===== config.mk =====
export PLATFORM = sky130hd
export DESIGN_NAME = freq_disp_fmt
export DESIGN_NICKNAME = d
export VERILOG_FILES = /design/src/rtl/freq_pkg.sv /design/src/rtl/bcd_dabble_step.sv /design/src/rtl/freq_disp_fmt.sv
export SDC_FILE = /design/constraint.sdc
export NUM_CORES = 1
export LEC_CHECK = 0
export BUFFER_PORTS_ARGS = -buffer_cell sky130_fd_sc_hd__buf_2
export CAP_MARGIN = 20
export CORE_MARGIN = 2
export CORE_UTILIZATION = 50
export DETAILED_ROUTE_END_ITERATION = 10
export GPL_TIMING_DRIVEN = 0
export PLACE_DENSITY = 0.7
export SYNTH_ARGS = -nofsm -noshare
export SYNTH_HDL_FRONTEND = slang
export SYNTH_SLANG_ARGS = --single-unit

===== constraint.sdc =====
create_clock -name Clk -period 4.6 [get_ports Clk]
set_input_delay 0 -clock Clk [delete_from_list [all_inputs] [get_ports Clk]]
set_output_delay 0 -clock Clk [all_outputs]
set_load 0.01 [all_outputs]

===== src/rtl/freq_pkg.sv =====
// Shared constants and FSM encoding for the frequency display formatter
// and any future BCD-based formatters.
package freq_pkg;

  localparam logic [3:0]  DP_NONE     = 4'hF;

  localparam int unsigned BIN_W       = 32;
  localparam int unsigned BCD_DIGITS  = 10;
  localparam int unsigned DISP_DIGITS = 8;
  localparam int unsigned BCD_W       = 4 * BCD_DIGITS;
  localparam int unsigned DISP_W      = 4 * DISP_DIGITS;
  localparam int unsigned SR_W        = BCD_W + BIN_W;
  localparam int unsigned ITER_W      = 5;
  localparam int unsigned SHAMT_W     = 2;

  typedef enum logic [1:0] {
    IDLE   = 2'd0,
    SHIFT  = 2'd1,
    RANGE  = 2'd2,
    UPDATE = 2'd3
  } state_t;

  // Update payload handed to the display registers on the UPDATE edge
  typedef struct packed {
    logic [DISP_W-1:0] data;
    logic [3:0]        point;
  } disp_upd_t;

endpackage


===== src/rtl/bcd_dabble_step.sv =====
// One double-dabble iteration: add 3 to every BCD nibble >= 5, then shift
// the whole {bcd, bin} register left by one.
module bcd_dabble_step
  import freq_pkg::*;
(
  input  logic [SR_W-1:0] din,
  output logic [SR_W-1:0] dout
);

  logic [SR_W-1:0] adj;

  always_comb begin
    adj = din;
    for (int i = 0; i < int'(BCD_DIGITS); i++) begin
      if (din[BIN_W + 4*i +: 4] >= 4'd5) begin
        adj[BIN_W + 4*i +: 4] = din[BIN_W + 4*i +: 4] + 4'd3;
      end
    end
    dout = adj << 1;
  end

endmodule


===== src/rtl/freq_disp_fmt.sv =====
// Converts a binary Hz count to an auto-ranged 8-digit BCD word with a
// decimal-point index for the seven-segment scan driver.
module freq_disp_fmt
  import freq_pkg::*;
#(
  parameter int unsigned CNT_W = 8
) (
  input  logic                Clk,
  input  logic                Reset_n,
  input  logic [BIN_W-1:0]    freq_bin,
  input  logic                freq_valid,
  output logic [DISP_W-1:0]   Disp_Data,
  output logic [3:0]          point_1,
  output logic [3:0]          point_2,
  output logic                busy,
  output logic                done,
  output logic [CNT_W-1:0]    drop_cnt
);

  state_t               state, state_nxt;
  logic [SR_W-1:0]      sr;
  logic [SR_W-1:0]      sr_step;
  logic [ITER_W-1:0]    iter;
  logic [SHAMT_W-1:0]   shamt;
  logic [BIN_W-1:0]     pend_data;
  logic                 pend_flag;

  logic                 load_new_c;
  logic                 load_pend_c;
  logic                 step_c;
  logic                 range_c;
  logic                 update_c;
  logic                 capture_c;
  logic                 drop_inc_c;
  logic [SHAMT_W-1:0]   shamt_c;
  disp_upd_t            upd_c;

  bcd_dabble_step u_step (
    .din  (sr),
    .dout (sr_step)
  );

  // State register
  always_ff @(posedge Clk or negedge Reset_n) begin
    if (!Reset_n) state <= IDLE;
    else          state <= state_nxt;
  end

  // Next-state logic
  always_comb begin
    state_nxt = state;
    unique case (state)
      IDLE:   if (freq_valid) state_nxt = SHIFT;
      SHIFT:  if (iter == ITER_W'(BIN_W - 1)) state_nxt = RANGE;
      RANGE:  state_nxt = UPDATE;
      UPDATE: state_nxt = (freq_valid || pend_flag) ? SHIFT : IDLE;
      default: state_nxt = IDLE;
    endcase
  end

  // Control decode; a strobe in UPDATE replaces any pending sample
  always_comb begin
    load_new_c  = 1'b0;
    load_pend_c = 1'b0;
    step_c      = 1'b0;
    range_c     = 1'b0;
    update_c    = 1'b0;
    capture_c   = 1'b0;
    unique case (state)
      IDLE:   load_new_c = freq_valid;
      SHIFT:  begin
        step_c    = 1'b1;
        capture_c = freq_valid;
      end
      RANGE:  begin
        range_c   = 1'b1;
        capture_c = freq_valid;
      end
      UPDATE: begin
        update_c    = 1'b1;
        load_new_c  = freq_valid;
        load_pend_c = !freq_valid && pend_flag;
      end
      default: ;
    endcase
    drop_inc_c = freq_valid && (state != IDLE) && pend_flag;
  end

  // Auto-range: drop up to two low digits so the leading digit fits
  always_comb begin
    if (sr[SR_W-1 -: 8] == 8'd0)      shamt_c = SHAMT_W'(0);
    else if (sr[SR_W-1 -: 4] == 4'd0) shamt_c = SHAMT_W'(1);
    else                              shamt_c = SHAMT_W'(2);
  end

  // Display word and point index for the registered shift amount
  always_comb begin
    unique case (shamt)
      SHAMT_W'(0): begin
        upd_c.data  = sr[BIN_W +: DISP_W];
        upd_c.point = DP_NONE;
      end
      SHAMT_W'(1): begin
        upd_c.data  = sr[BIN_W + 4 +: DISP_W];
        upd_c.point = 4'd2;
      end
      default: begin
        upd_c.data  = sr[BIN_W + 8 +: DISP_W];
        upd_c.point = 4'd1;
      end
    endcase
  end

  // Conversion datapath
  always_ff @(posedge Clk or negedge Reset_n) begin
    if (!Reset_n) begin
      sr    <= '0;
      iter  <= '0;
      shamt <= '0;
    end else begin
      if (load_new_c) begin
        sr   <= {BCD_W'(0), freq_bin};
        iter <= '0;
      end else if (load_pend_c) begin
        sr   <= {BCD_W'(0), pend_data};
        iter <= '0;
      end else if (step_c) begin
        sr   <= sr_step;
        iter <= iter + ITER_W'(1);
      end
      if (range_c) shamt <= shamt_c;
    end
  end

  // Single-entry pending buffer, latest sample wins
  always_ff @(posedge Clk or negedge Reset_n) begin
    if (!Reset_n) begin
      pend_data <= '0;
      pend_flag <= 1'b0;
      drop_cnt  <= '0;
    end else begin
      if (capture_c) begin
        pend_data <= freq_bin;
        pend_flag <= 1'b1;
      end else if (update_c) begin
        pend_flag <= 1'b0;
      end
      if (drop_inc_c && (drop_cnt != '1)) drop_cnt <= drop_cnt + CNT_W'(1);
    end
  end

  // Output registers; data and point change on the same edge
  always_ff @(posedge Clk or negedge Reset_n) begin
    if (!Reset_n) begin
      Disp_Data <= '0;
      point_1   <= DP_NONE;
      point_2   <= DP_NONE;
      done      <= 1'b0;
    end else begin
      done    <= update_c;
      point_2 <= DP_NONE;
      if (update_c) begin
        Disp_Data <= upd_c.data;
        point_1   <= upd_c.point;
      end
    end
  end

  assign busy = (state != IDLE);

endmodule

==> results of run 1 <==
==> worst max path at each step <==
stage / startpoint / endpoint / slack [ns] / cells past startpoint
finish: state[1] / sr[60] / 2.32 / 6
global route: state[1] / sr[60] / 2.19 / 6
CTS: state[1] / sr[60] / 2.38 / 6
detailed placement: state[1] / sr[60] / 2.38 / 6
global placement: Reset_n / pend_data[14] / 1.03 / 1
floorplan: state[0] / pend_data[10] / 2.89 / 6
==> synthesized netlist by cell type, types with 2 or more instances <==
cell / count
sky130_fd_sc_hd__and3b_1: 2
sky130_fd_sc_hd__dfstp_2: 3
sky130_fd_sc_hd__a2111o_1: 10
sky130_fd_sc_hd__nor3_1: 6
sky130_fd_sc_hd__nand2b_1: 11
sky130_fd_sc_hd__a21oi_1: 52
sky130_fd_sc_hd__nor2_1: 25
sky130_fd_sc_hd__mux2i_1: 64
sky130_fd_sc_hd__xor2_1: 3
sky130_fd_sc_hd__a221oi_1: 2
sky130_fd_sc_hd__buf_6: 6
sky130_fd_sc_hd__clkbuf_2: 2
sky130_fd_sc_hd__buf_4: 6
sky130_fd_sc_hd__nand4_1: 13
sky130_fd_sc_hd__o21ai_0: 151
sky130_fd_sc_hd__nand2_1: 126
sky130_fd_sc_hd__dfrtp_1: 155
sky130_fd_sc_hd__nor3b_1: 9
sky130_fd_sc_hd__clkbuf_1: 39
sky130_fd_sc_hd__buf_2: 22
sky130_fd_sc_hd__buf_1: 5
sky130_fd_sc_hd__inv_1: 28
sky130_fd_sc_hd__ha_1: 28
sky130_fd_sc_hd__a31oi_1: 19
sky130_fd_sc_hd__nand3_1: 11
sky130_fd_sc_hd__mux2_2: 100
sky130_fd_sc_hd__a31oi_2: 4
==> timing repair <==
action                    4_1_cts  5_1_grt
hold endpoints to repair      118        0
resized for setup               0        0
hold buffers                   33        0
==> power by group <==
group	internal (W)	switching, W	total, W
registers	0.00201	0.000402	0.00241
clock network	0.000717	0.000619	0.00134
logic	0.00166	0.00227	0.00392
==> stage by stage <==
step           setup WS [ns]  total power (W)  util (%)
2_1_floorplan          2.891         0.005215         -
3_3_place_gp           1.026         0.006209     55.49
3_5_place_dp           2.381         0.006318     55.70
4_1_cts                2.382         0.007690     60.77
5_1_grt                2.189         0.008258     60.77
6_report               2.324         0.007669     60.77
==> area by class of cell <==
type,count,area [sq um]
Sequential cell,158,3958
Clock inverter,13,106.4
Timing Repair Buffer,114,768.2
Tap cell,225,281.5
Inverter,28,105.1
Clock buffer,19,442.9
Multi-Input combinational cell,653,4488
Buffer,80,397.9
Fill cell,1457,6809
==> flip-flops by register name, summed over array words and instances, names as in the netlist <==
register / cells
done: 1
state: 2
Disp_Data: 32
sr: 72
drop_cnt: 8
iter: 5
shamt: 2
pend_data: 32
pend_flag: 1
point_1: 3
==> per-layer routing <==
layer / wire, microns / global-route usage, %
met5: 0 / 0
met4: 409 / 8.277
met3: 1274 / 4.489
met2: 10220 / 37.89
met1: 9791 / 32.48
==> worst max-delay path: stages (launching register included) <==
cell,delay (ns)
sky130_fd_sc_hd__dfrtp_1,0.41
sky130_fd_sc_hd__inv_1,0.13
sky130_fd_sc_hd__ha_1,0.15
sky130_fd_sc_hd__buf_2,0.19
sky130_fd_sc_hd__clkbuf_1,0.51
sky130_fd_sc_hd__buf_1,0.57
sky130_fd_sc_hd__a21oi_1,0.16
==> cells by family after synthesis <==
| family | synth area share, % |
|---|---|
| compound gates | 15.16 |
| xor+xnor | 0.3921 |
| fa+ha+maj | 3.920 |
| buf+inv | 5.628 |
| flops | 44.28 |
| mux | 19.77 |
| other cells | 0.04196 |
| simple gates | 10.81 |
==> results, run 1 <==
- The flow ran to the end, and the final reports show no timing, DRC or antenna violations.
- The sequential share of the synthesized area is 44.28%.
- The global route total overflow is 0.
- After technology mapping, the gate count stands at 916.
- Summing over every cut layer, the via total after detailed routing is 7260.
- Of the cells placed in the final design, the portion with a size suffix greater than 1 is 24.23%.
- The leading register cell type out of synthesis is sky130_fd_sc_hd__dfrtp_1.
- The type of element launching the critical path is a flip-flop.
- The per-instance average area after synthesis is 9.757 sq um.
- The worst path uses 49.49% of the clock period.
- The critical path class is reg2reg.
- The detail-routed net length per standard cell is roughly 17 microns.
- The die covers 18960 sq um.
- Relative to the synthesized area, the layout overhead comes to 18.02%.
- At the end of the flow, the number of nets in the layout was 1115.
- In this run the vertical extent of the chip is about 140 microns.
- At the pin with the least slew margin, the transition time is 0.6964 ns.
- The final hold violation count is 0.
- Measured along the x axis, the die boundary spans 137.7 microns.
- The first detailed-routing pass ran for 5 iterations.
- Including well taps, the total number of placed cells is about 1200.
- The clock-pin slew on the worst setup and hold paths is 0.07 ns.
- The areal power density over the cells is between 700 and 800 nW/um^2.
- The achievable clock frequency is 439.3 MHz.
- The share of the synthesized area in the top cell type is 43.40%.
- After synthesis, the cell types taking the most area are sky130_fd_sc_hd__dfrtp_1 43%, sky130_fd_sc_hd__mux2_2 13%, sky130_fd_sc_hd__o21ai_0 8.5%, sky130_fd_sc_hd__mux2i_1 7.2%, sky130_fd_sc_hd__nand2_1 5.3%.
- In this run, synthesis inferred 0 flip-flops with an integrated enable.
- The worst flop-to-flop path endpoint is sr[60].
- Hold timing on the final database bottoms out at a slack of about 0.12 ns.
- STA puts the critical path data required time at between 4 and 5 ns.
- The cell type with the largest total area after synthesis is sky130_fd_sc_hd__dfrtp_1.
- For the final database, setup skew stands at 0.006365 ns.
- The buffer cell driving the clock tree root is sky130_fd_sc_hd__clkbuf_16.
- The fraction of synthesis flops using an asynchronous set or reset pin is 100.0%.
- The core region is around 17000 sq um.
- The endpoint kind of the worst setup timing path is a flip-flop.
- During I/O placement, the number of pins put on the boundary was 85.
- In this run the deepest clock path goes through 2 buffers.
- With fillers left out, the area of the finished cells amounts to 10550 sq um.
- For this block, the initial DRC count from the detailed router was 509.
- The worst slew margin relative to its limit is 53.57%.
- The most common cell after layout, fill and taps aside is sky130_fd_sc_hd__dfrtp_1.
- The antenna violation net count after detailed routing is 0.
- The number of global-route vias before repair is roughly 6800.
- Global routing consumed, over all layers together, 23.74% of the routing resources.
- The clock buffer count from CTS is 17.
- The depth of the CTS H-tree is 4.
- The min-delay analysis places its worst path in the category in2async.
- The count of warnings emitted by yosys is 0.
- The largest net degree at the start of global routing is 91.
- The number of clock sinks is ~160.
- The max-cap violation count is 0.
- The congestion estimate from routability-driven global placement came to just under 0.9.
- The max-slew violation total from the final report is 0.
- The initial utilization of the core area, before any placement, comes to 51.49%.
- The number of buffers inserted by post-CTS setup repair is 0.
- The number of vias per cell after detailed routing is 5.628.
- Leaving out fill and tap cells, the most frequent cells in the layout are 155 x sky130_fd_sc_hd__dfrtp_1, 151 x sky130_fd_sc_hd__o21ai_0, 126 x sky130_fd_sc_hd__nand2_1, 101 x sky130_fd_sc_hd__buf_2, 100 x sky130_fd_sc_hd__mux2_2.
- Buffers placed on the I/O ports in this run total 80.
- The final setup violation count is 0.
- Data arrives at the worst endpoint at 2.55 ns.
- The residual DRC count is 0.
- The number of different library cells used by synthesis comes to 41.
- The post-layout minimum cycle time is approximately 2.3 ns.
- TritonCTS built the clock tree.
- Of all nets on the critical path, the largest fanout is 10.
- The placed instance area is 9668 sq um.
- The routed design has 21.70 mm of wire.
- The startpoint of the worst register-to-register path is state[1].
- The analysis attributes to cell leakage a power of 4.675 nW.
- The count of cells in the finished layout, fillers not included, comes to ~1300.
- Setup repair after global routing left no endpoint under its margin.
- The synthesized netlist occupies a cell area of 8937 sq um.
- The post-detailed-placement half-perimeter wirelength is 14.35 mm.
- Across all register-to-register paths, the minimum setup slack is roughly 2.3 ns.
- IR analysis of the VDD net gives a maximum drop of around 0.00040 V.
- The number of antenna diodes in the final layout is 0.
- Row generation in the floorplan step produced 48 rows.
- The first-pass GRT wire length is between 30 and 40 mm.
- The number of antenna violations at the first check in global routing was 0.
- The flip-flop and latch count after synthesis is 158.
- The total negative setup slack is 0 ns.
- The depth of the worst register-to-register path is 6.
- The source-to-sink clock delay at the later pin of the worst-skew pair is ~0.44 ns.
Power figures use the tool's default switching activity.
==> inputs of run 2 (changes only) <==
PLACE_DENSITY = 0.73   (was 0.7)
clock period = 2 ns   (was 4.6 ns; I/O delays follow)
==> results, run 2 (same netlist as run 1, synthesis figures left out) <==
- The run finished with clean final reports.
- The most utilized layer in the global route result is met2.
- The final hold violation count is 0 (unchanged).
- The number of buffers inserted by post-CTS setup repair is 0 (unchanged).
- The share of cells above drive strength 1 is 25.54% (+1.3 points).
- The die boundary width was 137.7 microns (unchanged).
- The most common cell after layout, fill and taps aside is sky130_fd_sc_hd__dfrtp_1.
- The die height is 137.7 microns (unchanged).
- The depth of the CTS H-tree is 4 (unchanged).
- The depth of the worst register-to-register path is 9 (+3).
- The post-layout minimum cycle time is 1.939 ns (-0.3370 ns).
- The detailed-route via count was 7433 (+2.4%).
- The largest net degree at the start of global routing is 110 (+21%).
- The top cell types in the final layout, fill and taps aside, are 155 x sky130_fd_sc_hd__dfrtp_1, 150 x sky130_fd_sc_hd__o21ai_0, 126 x sky130_fd_sc_hd__nand2_1, 100 x sky130_fd_sc_hd__mux2_2, 93 x sky130_fd_sc_hd__buf_2.
- The global-route met1 utilization came to 31.81% (-0.67 points).
- The number of clock sinks is 158 (unchanged).
- In this run the critical register-to-register path is captured at sr[3].
- The antenna cell count was 0 (unchanged).
- The met3 routing resource usage after global routing is 4.893% (+0.40 points).
- The max-cap violation count was 0 (unchanged).
- The type of element launching the critical path is a flip-flop.
- The largest registers in the layout are sr: 72 flops, Disp_Data: 32 flops, pend_data: 32 flops.
- Setup repair after global routing could not meet its margin everywhere.
- The final setup violation count is 0 (unchanged).
- The count of fill cells added during filler insertion came to 1462 (+0.34%).
- The source-to-sink clock delay at the later pin of the worst-skew pair is 0.44 ns (about the same).
- The deepest clock path buffer count is 2 (unchanged).
- The share of the cycle needed by the critical path after routing is 96.97% (+47 points).
- The detail-routed net length per standard cell is 17.31 microns (+2.9%).
- The clock buffer count from CTS is 17 (unchanged).
- The post-place setup slack is -0.2138 ns (-2.595 ns).
- The endpoint kind of the worst setup timing path is a flip-flop.
- The most critical setup path has its startpoint at state[0].
- From synthesis to final layout, the design area changed by 19.11%.
- The count of input and output buffers is 80 (unchanged).
- The row count was 48 (unchanged).
- The worst slew margin relative to its limit is 48.56% (-5.0 points).
- The areal power density over the cells is 1700 nW/um^2 (+130%).
- The worst hold path belongs to the class in2async.
- The post-detailed-placement half-perimeter wirelength came to 14.63 mm (+2.0%).
- The achievable clock frequency was 515.6 MHz (+17%).
- The overall routed net length is 22.33 mm (+2.9%).
- The global routing met2 resource utilization is 41.38% (+3.5 points).
- The global-route usage over all layers came to 24.49% (+0.75 points).
- The instance count after placement with tap cells included came to 1225 (unchanged).
- The leakage dissipation is 4.746 nW (+1.5%).
- The number of antenna violations at the first check in global routing is 0 (unchanged).
- The residual DRC count was 0 (unchanged).
- The buffer cell driving the clock tree root is sky130_fd_sc_hd__clkbuf_16.
- The TritonCTS clock tree is built.
- The transition time of the tightest slew-check pin is 0.7716 ns (+0.07519 ns).
- The antenna violation net count after detailed routing came to 0 (unchanged).
- The largest stage delay on the critical path is 0.38 ns (-0.19 ns).
- The core outline area is 17360 sq um (unchanged).
- The initial cell density of the core is 51.49% (unchanged).
- The highest net fanout along the worst path was 10 (unchanged).
- The max-slew violation total from the final report is 0 (unchanged).
- The first-pass GRT wire length is 35.94 mm (+2.8%).
- The sum of buffers and inverters on the critical path is 4 (unchanged).
- The DRC marker count from the first detailed-route iteration is 403 (-21%).
- The startpoint of the worst register-to-register path is state[0].
- The worst voltage drop across the vdd grid is 0.001032 V (+150%).
- The critical path goes through inv_1 > ha_1 > buf_2 > nor2b_4 > buf_6 > nor3_4 > buf_4 > nand2_1 > o21ai_0.
- Ranked by flip-flop count, first place goes to sr.
- The required time at the worst-slack endpoint was 2.35 ns (-2.53 ns).
- The number of I/O pins is 85 (unchanged).
- The worst reg-to-reg setup slack came to 0.06 ns (-2.26 ns).
- The number of global-route vias before repair is 7234 (+7.0%).
- The number of iterations in the first detailed-routing pass is 5 (unchanged).
- The number of vias per cell after detailed routing came to 5.762 (+2.4%).
- The critical path arrival was 2.28 ns (-0.27 ns).
- The clock-pin slew on the worst setup and hold paths is 0.07 ns (about the same).
- The largest clock skew in the final design is 0.01247 ns (+0.006106 ns).
- The number of nets in the layout is 1115 (unchanged).
- The final weighted congestion in routability-driven placement is 0.8566 (-2.9%).
- The worst setup slack after layout is 0.06061 ns (-2.263 ns).
- The worst setup path is of the reg2reg kind.
- The floorplan die area is 18960 sq um (unchanged).
- The family of cells with the greatest summed delay on the critical path is buffers and inverters.
- The global route total overflow is 0 (unchanged).
- The post-layout instance count excluding filler cells was 1290 (unchanged).
- The number of flip-flops in the largest register is 72 (unchanged).
- The standard cell with the maximum stage delay on the critical path is sky130_fd_sc_hd__dfrtp_1.
==> run 2: cell types whose count changed in the layout (fill, tap and decap cells not counted), moves of 4 or more <==
cell	change
sky130_fd_sc_hd__clkbuf_2	+6
sky130_fd_sc_hd__buf_2	-8
sky130_fd_sc_hd__buf_4	+9
sky130_fd_sc_hd__clkbuf_4	+6
sky130_fd_sc_hd__clkinv_8	+4
sky130_fd_sc_hd__clkbuf_1	-11
==> run 2: report_power, final <==
| part | leakage (nW) | total [W] | internal [W] | switching [W] |
|---|---|---|---|---|
| combinational | 2.46 | 0.00929 | 0.00398 | 0.00531 |
| clock | 0.287 | 0.00323 | 0.00168 | 0.00155 |
| sequential | 2.00 | 0.00558 | 0.00462 | 0.000966 |
| total | 4.75 | 0.0181 | 0.0103 | 0.00783 |
==> run 2: cell type report <==
type                    instances  area, sq um  area share [%]
multi-input cells             653         4488           42.16
flip-flops and latches        158         3958           37.18
repair buffers                114        768.2           7.217
plain buffers                  80        451.7           4.243
clock buffers                  17        425.4           3.996
well taps                     225        281.5           2.645
clock inverters                15        167.7           1.575
inverters                      28        105.1          0.9873
==> run 2: worst max path at each step <==
stage / endpoint / slack, ns / cells past startpoint
6_report: sr[3] / 0.06 / 9
5_1_grt: sr[14] / -0.04 / 9
4_1_cts: sr[36] / 0.001 / 6
3_5_place_dp: sr[52] / -0.21 / 6
3_3_place_gp: pend_data[14] / -1.53 / 1
2_1_floorplan: pend_data[10] / 0.29 / 6
==> run 2: timing repair <==
action | 4_1_cts | 5_1_grt
gates resized for setup | 6 | 43
endpoints found under the hold margin | 201 | 0
pin swaps | 0 | 0
hold buffers | 33 | 0
setup endpoints to repair | 31 | 106
==> run 2: layer usage <==
layer	up-vias	wire, microns
met5	-	0
li1	3497	-
met2	203	11150
met4	0	284
met3	29	1109
met1	3704	9784
==> run 2: per-stage QoR <==
step	setup TNS (ns)	utilization, %	power, W	instance area, sq um	hold slack, ns
2_1_floorplan	0	-	0.01200	8949	-0.2956
3_3_place_gp	-239.31	55.49	0.01423	9630	0.2493
3_5_place_dp	-3.561	55.70	0.01459	9668	-0.06921
4_1_cts	0	61.07	0.01796	10600	0.06821
5_1_grt	-0.3101	61.33	0.01940	10650	0.1059
6_report	0	61.33	0.01810	10650	0.05841
